**config.mk**
```make
export PLATFORM = sky130hd
export DESIGN_NAME = mode_select_ctrl_flat
export DESIGN_NICKNAME = d
export VERILOG_FILES = /design/src/rtl/mode_select_ctrl_if.sv /design/src/rtl/mode_select_ctrl.sv /design/src/flat_wrapper.sv
export SDC_FILE = /design/constraint.sdc
export NUM_CORES = 1
export LEC_CHECK = 0
export ABC_AREA = 1
export CORE_AREA = 4 4 84 86
export DETAILED_ROUTE_END_ITERATION = 16
export DIE_AREA = 0 0 88 90
export MAX_ROUTING_LAYER = met4
export PLACE_DENSITY = 0.59
export SLEW_MARGIN = 20
export SYNTH_ARGS = -nofsm -noshare
export SYNTH_HDL_FRONTEND = slang
export SYNTH_SLANG_ARGS = --single-unit
```
**constraint.sdc**
```tcl
create_clock -name clk -period 1.76 [get_ports clk]
set_input_delay 0.176 -clock clk [delete_from_list [all_inputs] [get_ports clk]]
set_output_delay 0.176 -clock clk [all_outputs]
set_load 0.005 [all_outputs]
```
**src/rtl/mode_select_ctrl_if.sv**
```systemverilog
// Button inputs and mode outputs between the board front end and the counter block.
// The master side drives the raw buttons; the slave (mode_select_ctrl) returns mode and tick.
interface mode_select_ctrl_if;
    logic       btn_next;
    logic       btn_clr;
    logic [1:0] sel;
    logic       sel_changed;
    logic       tick;

    modport master (
        output btn_next,
        output btn_clr,
        input  sel,
        input  sel_changed,
        input  tick
    );

    modport slave (
        input  btn_next,
        input  btn_clr,
        output sel,
        output sel_changed,
        output tick
    );
endinterface

```
**src/rtl/mode_select_ctrl.sv**
```systemverilog
// Synchronises and debounces the next/clr buttons and keeps the 2-bit counter mode.
// Define MODE_TICK_GEN_EN to build the count-enable tick generator; otherwise tick is 0.
module mode_select_ctrl #(
    parameter int unsigned DEB_CYCLES  = 1000000,
    parameter int unsigned TICK_DIV    = 100000000,
    parameter int unsigned SYNC_STAGES = 2
) (
    input logic               clk,
    input logic               rst,
    mode_select_ctrl_if.slave bus
);

    localparam int unsigned     DebW   = (DEB_CYCLES > 1) ? $clog2(DEB_CYCLES) : 1;
    localparam logic [DebW-1:0] DebMax = DebW'(DEB_CYCLES - 1);

    // Bit 0 is btn_next, bit 1 is btn_clr throughout.
    logic [1:0]             w_raw;
    logic [1:0]             w_sync;
    logic [SYNC_STAGES-1:0] r_sync [2];

    logic [DebW-1:0]        r_deb_cnt [2];
    logic [DebW-1:0]        w_deb_cnt_nxt [2];
    logic [1:0]             r_deb;
    logic [1:0]             w_deb_nxt;
    logic [1:0]             r_deb_prev;
    logic [1:0]             w_press;

    logic [1:0]             r_sel;
    logic [1:0]             w_sel_nxt;
    logic [1:0]             r_sel_prev;
    logic                   r_sel_changed;

    assign w_raw = {bus.btn_clr, bus.btn_next};

    always_comb begin
        for (int b = 0; b < 2; b++) begin
            w_sync[b] = r_sync[b][SYNC_STAGES-1];
        end
    end

    // A level change is accepted only after DEB_CYCLES consecutive differing samples.
    always_comb begin
        for (int b = 0; b < 2; b++) begin
            w_deb_nxt[b]     = r_deb[b];
            w_deb_cnt_nxt[b] = '0;
            if (w_sync[b] != r_deb[b]) begin
                if (r_deb_cnt[b] == DebMax) begin
                    w_deb_nxt[b] = w_sync[b];
                end else begin
                    w_deb_cnt_nxt[b] = r_deb_cnt[b] + DebW'(1);
                end
            end
        end
    end

    assign w_press = r_deb & ~r_deb_prev;

    always_comb begin
        w_sel_nxt = r_sel;
        if (w_press[1]) begin
            w_sel_nxt = 2'd0;
        end else if (w_press[0]) begin
            w_sel_nxt = r_sel + 2'd1;
        end
    end

    always_ff @(posedge clk or posedge rst) begin
        if (rst) begin
            for (int b = 0; b < 2; b++) begin
                r_sync[b]    <= '0;
                r_deb_cnt[b] <= '0;
            end
            r_deb         <= '0;
            r_deb_prev    <= '0;
            r_sel         <= '0;
            r_sel_prev    <= '0;
            r_sel_changed <= 1'b0;
        end else begin
            for (int b = 0; b < 2; b++) begin
                r_sync[b]    <= {r_sync[b][SYNC_STAGES-2:0], w_raw[b]};
                r_deb_cnt[b] <= w_deb_cnt_nxt[b];
            end
            r_deb         <= w_deb_nxt;
            r_deb_prev    <= r_deb;
            r_sel         <= w_sel_nxt;
            r_sel_prev    <= r_sel;
            r_sel_changed <= (r_sel != r_sel_prev);
        end
    end

    assign bus.sel         = r_sel;
    assign bus.sel_changed = r_sel_changed;

`ifdef MODE_TICK_GEN_EN
    localparam int unsigned      TickW   = (TICK_DIV > 1) ? $clog2(TICK_DIV) : 1;
    localparam logic [TickW-1:0] TickMax = TickW'(TICK_DIV - 1);

    logic [TickW-1:0] r_tick_cnt;
    logic [TickW-1:0] w_tick_cnt_nxt;

    // A mode change restarts the period so the first tick is a full TICK_DIV away.
    always_comb begin
        w_tick_cnt_nxt = r_tick_cnt + TickW'(1);
        if (r_sel_changed || (r_tick_cnt == TickMax)) begin
            w_tick_cnt_nxt = '0;
        end
    end

    always_ff @(posedge clk or posedge rst) begin
        if (rst) begin
            r_tick_cnt <= '0;
        end else begin
            r_tick_cnt <= w_tick_cnt_nxt;
        end
    end

    assign bus.tick = (r_tick_cnt == TickMax) && !r_sel_changed;
`else
    logic w_unused_tick_div;
    assign w_unused_tick_div = ^TICK_DIV;
    assign bus.tick          = 1'b0;
`endif

endmodule

```
**src/flat_wrapper.sv**
```systemverilog
// flat-port wrapper written by rule: the top's interface ports become plain ports
module mode_select_ctrl_flat 
#(
    parameter int unsigned DEB_CYCLES  = 1000000,
    parameter int unsigned TICK_DIV    = 100000000,
    parameter int unsigned SYNC_STAGES = 2
)
  (clk, rst, bus_btn_next, bus_btn_clr, bus_sel, bus_sel_changed, bus_tick);
  mode_select_ctrl_if bus_i ();
  input logic clk;
  input logic rst;
  input wire logic [$bits(bus_i.btn_next)-1:0] bus_btn_next;
  input wire logic [$bits(bus_i.btn_clr)-1:0] bus_btn_clr;
  output wire logic [$bits(bus_i.sel)-1:0] bus_sel;
  output wire logic [$bits(bus_i.sel_changed)-1:0] bus_sel_changed;
  output wire logic [$bits(bus_i.tick)-1:0] bus_tick;
  assign bus_i.btn_next = bus_btn_next;
  assign bus_i.btn_clr = bus_btn_clr;
  assign bus_sel = bus_i.sel;
  assign bus_sel_changed = bus_i.sel_changed;
  assign bus_tick = bus_i.tick;
  mode_select_ctrl #(.DEB_CYCLES(DEB_CYCLES), .TICK_DIV(TICK_DIV), .SYNC_STAGES(SYNC_STAGES)) u_core (.clk(clk), .rst(rst), .bus(bus_i));
endmodule
```
* Word level (Yosys, flattened, before mapping)
Cells that the tools add are included.
W data, S select, Z words.
** Word-level totals
- Flip-flop bits (word level) :: 53
- Bits of input ports :: 4
- Output and inout bits :: 4
- Word-level logic and storage cells :: 29
** Operators by class
- Add/sub/neg operators :: 3
- Equal/unequal tests :: 5
- Multiplexer cells :: 6
- Bitwise operators :: 2
- Reduce and logical (&&, ||, !) cells :: 3
** Operators with widths (number)
- $mux W20 :: 4
- $add A20 B1 Y20 const B :: 2
- $eq A20 B20 Y1 const B :: 2
- $mux W2 :: 2
- $reduce_and A2 Y1 :: 2
- $add A2 B1 Y2 const B :: 1
- $and A2 B2 Y2 :: 1
- $ne A1 B1 Y1 :: 2
- $ne A2 B2 Y1 :: 1
- $not A2 Y2 :: 1
- $reduce_bool A2 Y1 :: 1

* Logic depth before layout (Yosys ltp)
Gate-level depths: netlist of run 1.
- Depth in word-level cells :: 4
- Depth in mapped cells :: 9
- Gate-level depth less buffers :: 9

* Worst setup path before layout of run 1
Ideal clock, no wire load.
- Path kind :: register to register
- Start :: register u_core.r_deb_cnt[20] (netlist name)
- End :: register u_core.r_deb_cnt[25] (netlist name)
- Setup time :: 119 ps
- Arrival :: 1140 ps
- Required time :: 1641 ps
- Setup slack :: 501 ps
- Cell stages (with the launch flop) :: 7
- Buffers on the path :: 0
- Period minus slack after synthesis :: 1259 ps
- Path through :: dfrtp_1 ha_1 nand3_2 nor2_2 nand3_2 nand2_2 nor2_1
** RTL lines
- start, declared :: RTL line mode_select_ctrl.sv:21 : logic [DebW-1:0] r_deb_cnt [2];
- start signal, assigned by index :: RTL line mode_select_ctrl.sv:81 : r_deb_cnt[b] <= w_deb_cnt_nxt[b];

==> metrics.md, run 1 <==
| Metric | Value |
|---|---|
| Register area | 1330 sq um |
| Total power divided by cell area | 679 nW/um^2 |
| Area inside the core boundary | 6280 sq um |
| Post-detailed-placement cell area | 2970 sq um |
| Drt pass-1 iters | 4 |
| Clock tree skew after final layout | 0.00918 ns |
| Area of the die | 7920 sq um |
| Post-layout instance count excluding filler cells | 443 |
| Critical path's largest stage delay | 0.39 ns |
| Placement row count | 29 |
| Fraction of layout cells with a size suffix above 1 | 10.9% |
| Die outline width | 88 um |
| Highest-utilization routing layer at the global route stage | met2 |
| WS Path Type | flop to flop |
| Number of distinct library cell variants in the gate-level netlist after synthesis | 27 |
| Synth-to-layout area growth | 9.81% |
| Startpoint types | flop |
| Endpoint class of the critical path | flop |
| Post-Route Hold Slack | 0.211 ns |
| First-iteration detailed-routing DRC count | 81 |
| Clock tree buffer depth | 2 |
| Die Height | 90 um |
| H-tree depth | 2 |
| Leakage power summed over all cells | 1.33 nW |
| Wire length of the first global-routing pass | 9.34 mm |
| FMAX | 0.681 GHz |
| Most used cells in the layout excluding fill and tap cells | sky130_fd_sc_hd__nor2_1, sky130_fd_sc_hd__nand2_1, sky130_fd_sc_hd__dfrtp_1 |
| CTS tree | yes |
| Number of design rule violations left after detail routing | 0 |
| Final worst path period share | 83.4% |
| CTS Root Buffer Type | sky130_fd_sc_hd__clkbuf_8 |
| GPL Wtd Cong | 0.832 |
| Cell Count Post-Placement | 435 |
| Max-slew violation total from the final report | 0 |
| Multi-input logic area | 1320 sq um |
| Inserted Diodes | 0 |
| Count of fill cells added during filler insertion | 606 |
| Unrepaired setup endpoints after global routing | false |
| Synth Warn # | 0 |
| Final total negative setup slack | 0 ns |
| Worst Path Required | 1.97 ns |
| Vias post-DR | 2,161 |
| Number of buffers created by CTS | 5 |
| Slowest cell on the critical path | sky130_fd_sc_hd__dfrtp_1 |
| IO buf count | 6 |
| Global-route track usage on met2 | 22.2% |
| Detailed-placement wirelength estimate | 4.03 mm |
| CP cell instances | ha_1, nand3_2, nor2_2, nand3_2, nand2_2, nor2_1 |
| Number of hold-slack violations in the final timing report | 0 |
| Post-synthesis net count | 358 |
| Count of boundary I/O pins | 8 |
| Min-delay worst type | primary input to asynchronous set/reset pin |
| #FFs+latches synth | 53 |
| Met1 Usage GRT | 21.4% |
| Max Cap Violations | 0 |
| Number of nets at the end of the flow | 371 |
| Portion of the post-synthesis area used by sequential elements | 47.5% |
| Worst-path clk slew | 0.11 ns |
| Starting Density | 44.5% |
| Clock latency at the later pin of the worst-skew pair | 0.31 ns |
| Final wirelength | 5.35 mm |
| Gate count of the mapped netlist | 352 |
| Period minus WS final | 1.47 ns |
| Most common cell after layout, fill and taps aside | sky130_fd_sc_hd__nor2_1 |
| Initial antenna violation count | 0 |
| WP data arrival | 1.67 ns |
| Number of setup violations in the final report | 0 |
| Buffers inserted by post-CTS timing repair | 0 |
| Post-detailed-route count of antenna-violating nets | 0 |
| Cell area after technology mapping | 2790 sq um |
| Average cell area after synthesis | 7.93 sq um |
| Via density per instance | 4.88 |
| Cts hold-fix bufs | 0 |
| Largest fanout on the critical path | 6 |
| Total Routing Usage GR | 15.1% |
| Cell mode on critical path | sky130_fd_sc_hd__nand3_2 |
| Post-DR wirelength/cell | 12.1 um |
| Post-CTS sizing | 0 |
| Congestion Overflow GR | 0 |
| Run status | completed |
| Final std cell area, no fill | 3070 sq um |
| Pin count of the biggest net entering global routing | 54 |
| Sinks on Clock Net | 53 |
| Global routing met3 resource utilization | 3.02% |
| Max rail drop VDD | 0.456 mV |
| Number of global-route vias before repair | 1,988 |
==> worst max-delay path: cells and delay by family, from the launching register on <==
kind | cells | cell delay, ns
adder cells (fa/ha/maj) | 1 | 0.21
flip-flops | 1 | 0.39
AND/OR/NAND/NOR | 5 | 0.76
==> registers in the layout, summed over array words and instances, names as in the netlist <==
name,cells
u_core.bus.sel_changed,1
u_core.r_sync,4
u_core.r_deb_cnt,40
u_core.bus.sel,2
u_core.r_deb,2
u_core.r_deb_prev,2
u_core.r_sel_prev,2
==> area by class of cell <==
type | instances | share of cell area, %
clock buffer | 5 | 2.24
clock inverter | 3 | 0.938
inverter | 35 | 4.28
multi-input combinational | 261 | 43.0
sequential | 53 | 43.2
tap | 77 | 3.14
timing repair buffer | 9 | 3.10
==> kinds of logic (layout without fill, tap and decap cells) <==
| group | Yosys count | after routing | synth area share [%] |
|---|---|---|---|
| buffers and inverters | 38 | 52 | 5.24 |
| AND/OR/NAND/NOR | 218 | 218 | 35.5 |
| AO/OA/AOI/OAI | 16 | 16 | 3.18 |
| other | 1 | 1 | 0.134 |
| XOR/XNOR | 24 | 24 | 7.53 |
| flip-flops | 53 | 53 | 47.5 |
| adder cells (fa/ha/maj) | 2 | 2 | 0.896 |
==> Yosys cell counts <==
master	n	area, sq um
sky130_fd_sc_hd__a21oi_1	8	40.0
sky130_fd_sc_hd__and2_1	2	12.5
sky130_fd_sc_hd__buf_4	1	7.51
sky130_fd_sc_hd__clkbuf_1	2	7.51
sky130_fd_sc_hd__conb_1	1	3.75
sky130_fd_sc_hd__dfrtp_1	53	1330
sky130_fd_sc_hd__ha_1	2	25.0
sky130_fd_sc_hd__inv_1	33	124
sky130_fd_sc_hd__inv_2	2	7.51
sky130_fd_sc_hd__nand2_1	64	240
sky130_fd_sc_hd__nand2_2	7	43.8
sky130_fd_sc_hd__nand3_1	22	110
sky130_fd_sc_hd__nand3_2	5	50.1
sky130_fd_sc_hd__nand3b_1	1	7.51
sky130_fd_sc_hd__nand4_1	9	56.3
sky130_fd_sc_hd__nor2_1	85	319
sky130_fd_sc_hd__nor2_2	11	68.8
sky130_fd_sc_hd__nor2_4	3	33.8
sky130_fd_sc_hd__nor3_1	6	30.0
sky130_fd_sc_hd__nor3b_1	1	7.51
sky130_fd_sc_hd__o21ai_0	2	10.0
sky130_fd_sc_hd__o21ai_1	2	10.0
sky130_fd_sc_hd__o21bai_1	3	22.5
sky130_fd_sc_hd__o22ai_1	1	6.26
sky130_fd_sc_hd__or2_1	2	12.5
sky130_fd_sc_hd__xnor2_1	11	96.3
sky130_fd_sc_hd__xor2_1	13	114
==> path summary, 6_finish.rpt <==
kind	startpoint	to	slack, ns	depth (start not counted)
max	u_core.r_deb_cnt[0]	u_core.r_deb_cnt[18]	0.29	6
min	rst	u_core.r_deb_cnt[31]	0.21	3
min in group clk	bus_btn_next	u_core.r_sync[2]	0.29	1
max in group asynchronous	rst	u_core.r_deb_cnt[4]	1.31	3
max reg2reg	u_core.r_deb_cnt[0]	u_core.r_deb_cnt[18]	0.29	6
min reg2reg	u_core.r_sync[0]	u_core.r_sync[1]	0.36	0
==> through the flow <==
stage	worst slack, ns	power (mW)	utilization (%)
after floorplan	0.298	1.32	-
after global placement	0.356	1.35	47.3
after detailed placement	0.287	1.36	47.3
after CTS	0.282	2.11	48.9
after global routing	0.158	2.17	48.9
final	0.292	2.08	48.9
==> power breakdown <==
group,internal [mW],leakage (nW),switching (mW)
logic,0.0292,0.548,0.0563
registers,1.23,0.726,0.0106
clock network,0.299,0.0506,0.454
total,1.56,1.33,0.521
==> metal layers <==
layer	routed length (um)	part of all wire (%)	vias up
met5	0	0	-
met4	64	1.2	0
met3	189	3.5	5
met2	2360	44	35
met1	2730	51	986
li1	-	-	1135
(Power assumes the default switching activity.)
==> inputs of run 2 (changes only) <==
- clock period: 1.76 -> 1.4 ns (I/O delays scaled with it)
==> run 2 against run 1 <==
Net effect:
- clock-buffer cell count is the same
- non-clock buffer count rose by 13
- die area unchanged
==> metrics.md, run 2 (same netlist as run 1, synthesis figures left out) <==
| Metric | Value |
|---|---|
| Area of the die | 7920 sq um (unchanged) |
| Switching power total | 656 uW (+26%) |
| Post-detailed-placement cell area | 3050 sq um (+2.6%) |
| Die Height | 90 um (unchanged) |
| Final total negative setup slack | 0 ns (unchanged) |
| Post-place setup slack | -0.0225 ns (-0.309 ns) |
| Number of flip-flops in the largest register | 40 (unchanged) |
| Final worst path period share | 94.8% |
| Most used cells in the layout excluding fill and tap cells | sky130_fd_sc_hd__nor2_1, sky130_fd_sc_hd__nand2_1, sky130_fd_sc_hd__dfrtp_1 |
| Clock latency at the later pin of the worst-skew pair | 0.31 ns (about the same) |
| Multi-input logic area | 1390 sq um (+5.5%) |
| Number of design rule violations left after detail routing | 0 (unchanged) |
| Sequential share of power | 59.4% (-0.3 points) |
| Critical path's largest stage delay | 0.50 ns (+0.11 ns) |
| Detailed-placement wirelength estimate | 4.12 mm (+2.0%) |
| Clock group share of total power | 35.5% (-0.7 points) |
| Placement row count | 29 (unchanged) |
| Unrepaired setup endpoints after global routing | true |
| Slowest cell on the critical path | sky130_fd_sc_hd__clkdlybuf4s50_1 |
| Drt pass-1 iters | 4 (unchanged) |
| Initial antenna violation count | 0 (unchanged) |
| Most common cell after layout, fill and taps aside | sky130_fd_sc_hd__nor2_1 |
| Flop2flop setup slack | 0.08 ns (-0.21 ns) |
| Min-delay worst type | primary input to asynchronous set/reset pin |
| Max rail drop VDD | 0.558 mV (+23%) |
| Max-slew violation total from the final report | 0 (unchanged) |
| CP cell instances | clkdlybuf4s50_1 |
| Pin count of the biggest net entering global routing | 28 (-48%) |
| GPL Wtd Cong | 0.883 (+6.2%) |
| Number of nets at the end of the flow | 384 (+3.5%) |
| Number of hold-slack violations in the final timing report | 0 (unchanged) |
| Net switching share of the total power | 24.9% (-0.13 points) |
| Number of buffers created by CTS | 5 (unchanged) |
| Worst-path clk slew | 0.11 ns (about the same) |
| Final wirelength | 5.49 mm (+2.7%) |
| Largest fanout on the critical path | 2 (-4) |
| Period minus WS final | 1.33 ns |
| Area inside the core boundary | 6280 sq um (unchanged) |
| Cts hold-fix bufs | 0 (unchanged) |
| Post-detailed-route count of antenna-violating nets | 0 (unchanged) |
| Count of fill cells added during filler insertion | 608 (+0.33%) |
| Wire length of the first global-routing pass | 9.68 mm (+3.6%) |
| Worst Path Required | 1.26 ns (-0.71 ns) |
| PnR worst setup slack | 0.0729 ns (-0.219 ns) |
| Number of setup violations in the final report | 0 (unchanged) |
| Total Routing Usage GR | 15.7% (+0.61 points) |
| Inserted Diodes | 0 (unchanged) |
| Final std cell area, no fill | 3260 sq um (+6.2%) |
| CTS tree | yes |
| Congestion Overflow GR | 0 (unchanged) |
| Fraction of layout cells with a size suffix above 1 | 16.1% (+5.2 points) |
| Clock tree buffer depth | 2 (unchanged) |
| Register containing the most flip-flops in the final layout | u_core.r_deb_cnt |
| Startpoint types | flop |
| Count of boundary I/O pins | 8 (unchanged) |
| CTS Root Buffer Type | sky130_fd_sc_hd__clkbuf_8 |
| Max Cap Violations | 0 (unchanged) |
| Post-DR wirelength/cell | 12.0 um (-0.20%) |
| Sinks on Clock Net | 53 (unchanged) |
| Vias post-DR | 2,213 (+2.4%) |
| H-tree depth | 2 (unchanged) |
| Run status | completed |
| Total buffers and inverters traversed by the critical path | 1 (+1) |
| Endpoint class of the critical path | output port |
| CP delay by family, top | buffers and inverters |
| Clock tree skew after final layout | 0.0142 ns (+0.00499 ns) |
| Leakage power summed over all cells | 1.39 nW (+4.7%) |
| IO buf count | 6 (unchanged) |
| Register area | 1330 sq um (+0.38%) |
| Registers with the highest flip-flop counts | u_core.r_deb_cnt x40, u_core.r_sync x4 |
| WS Path Type | flop to output port |
| WP data arrival | 1.19 ns (-0.48 ns) |
| Post-Route Hold Slack | 0.123 ns (-0.0875 ns) |
| Starting Density | 44.5% (unchanged) |
| Die outline width | 88 um (unchanged) |
| Synth-to-layout area growth | 16.7% |
| Via density per instance | 4.85 (-0.51%) |
| First-iteration detailed-routing DRC count | 108 (+33%) |
| Number of global-route vias before repair | 2,058 (+3.5%) |
| FMAX | 0.754 GHz |
| Logic gate share of total power | 5.1% (+1.0 points) |
| Total power divided by cell area | 809 nW/um^2 (+19%) |
| Cell internal power dissipation | 1.98 mW (+27%) |
run 2: cell count changes in the layout (fill, tap and decap cells not counted), moves of 2 or more:
cell / before / now
sky130_fd_sc_hd__nor2_4: 3 / 8
sky130_fd_sc_hd__buf_4: 2 / 14
sky130_fd_sc_hd__nor2_2: 11 / 6
sky130_fd_sc_hd__nand3_4: 0 / 2
sky130_fd_sc_hd__nand2_4: 0 / 2
sky130_fd_sc_hd__ha_1: 2 / 0
sky130_fd_sc_hd__dfrtp_2: 0 / 4
sky130_fd_sc_hd__dfrtp_1: 53 / 49
run 2: timing repair:
action | 4_1_cts | 5_1_grt
gates resized for setup | 3 | 15
pin swaps | 0 | 3
setup endpoints to repair | 9 | 24
setup buffers | 2 | 3
run 2: final cells by class:
type	count	share of cell area, %
clock buffers	5	2.11
clock inverters	3	0.883
inverters	35	4.15
multi-input cells	261	42.7
flip-flops and latches	53	40.9
well taps	77	2.96
repair buffers	22	6.30
run 2: layer usage:
metal	up-vias	wire length, um	GRT usage, %
met5	-	0	-
met4	0	100	5.37
met3	11	148	3.20
met2	32	2480	22.6
met1	1018	2770	22.0
li1	1152	-	-
run 2: metrics by stage:
step	std cells	util, %	total power, mW
final	456	51.9	2.64
after global routing	456	51.9	2.76
after detailed placement	443	48.5	1.72
after CTS	453	50.5	2.65
after floorplan	352	-	1.66
after global placement	443	48.5	1.72
run 2: path summary, 6_finish.rpt:
check / from / endpoint / cells past startpoint
max reg2reg: u_core.r_deb_cnt[1] / u_core.r_deb_cnt[14] / 6
min: rst / u_core.r_deb_cnt[30] / 2
max: u_core.bus.sel[0] / bus_sel[0] / 1
min reg2reg: u_core.r_sync[0] / u_core.r_sync[1] / 0
max in group asynchronous: rst / u_core.r_deb_cnt[9] / 3
min in group clk: bus_btn_next / u_core.r_sync[2] / 1
run 2: power by group through the flow:
stage	registers [mW]	logic [mW]	clock network (mW)
after floorplan	1.59	0.0731	0
after global routing	1.57	0.155	1.03
after detailed placement	1.59	0.125	0
after global placement	1.59	0.124	0
final	1.57	0.134	0.936
after CTS	1.56	0.126	0.966
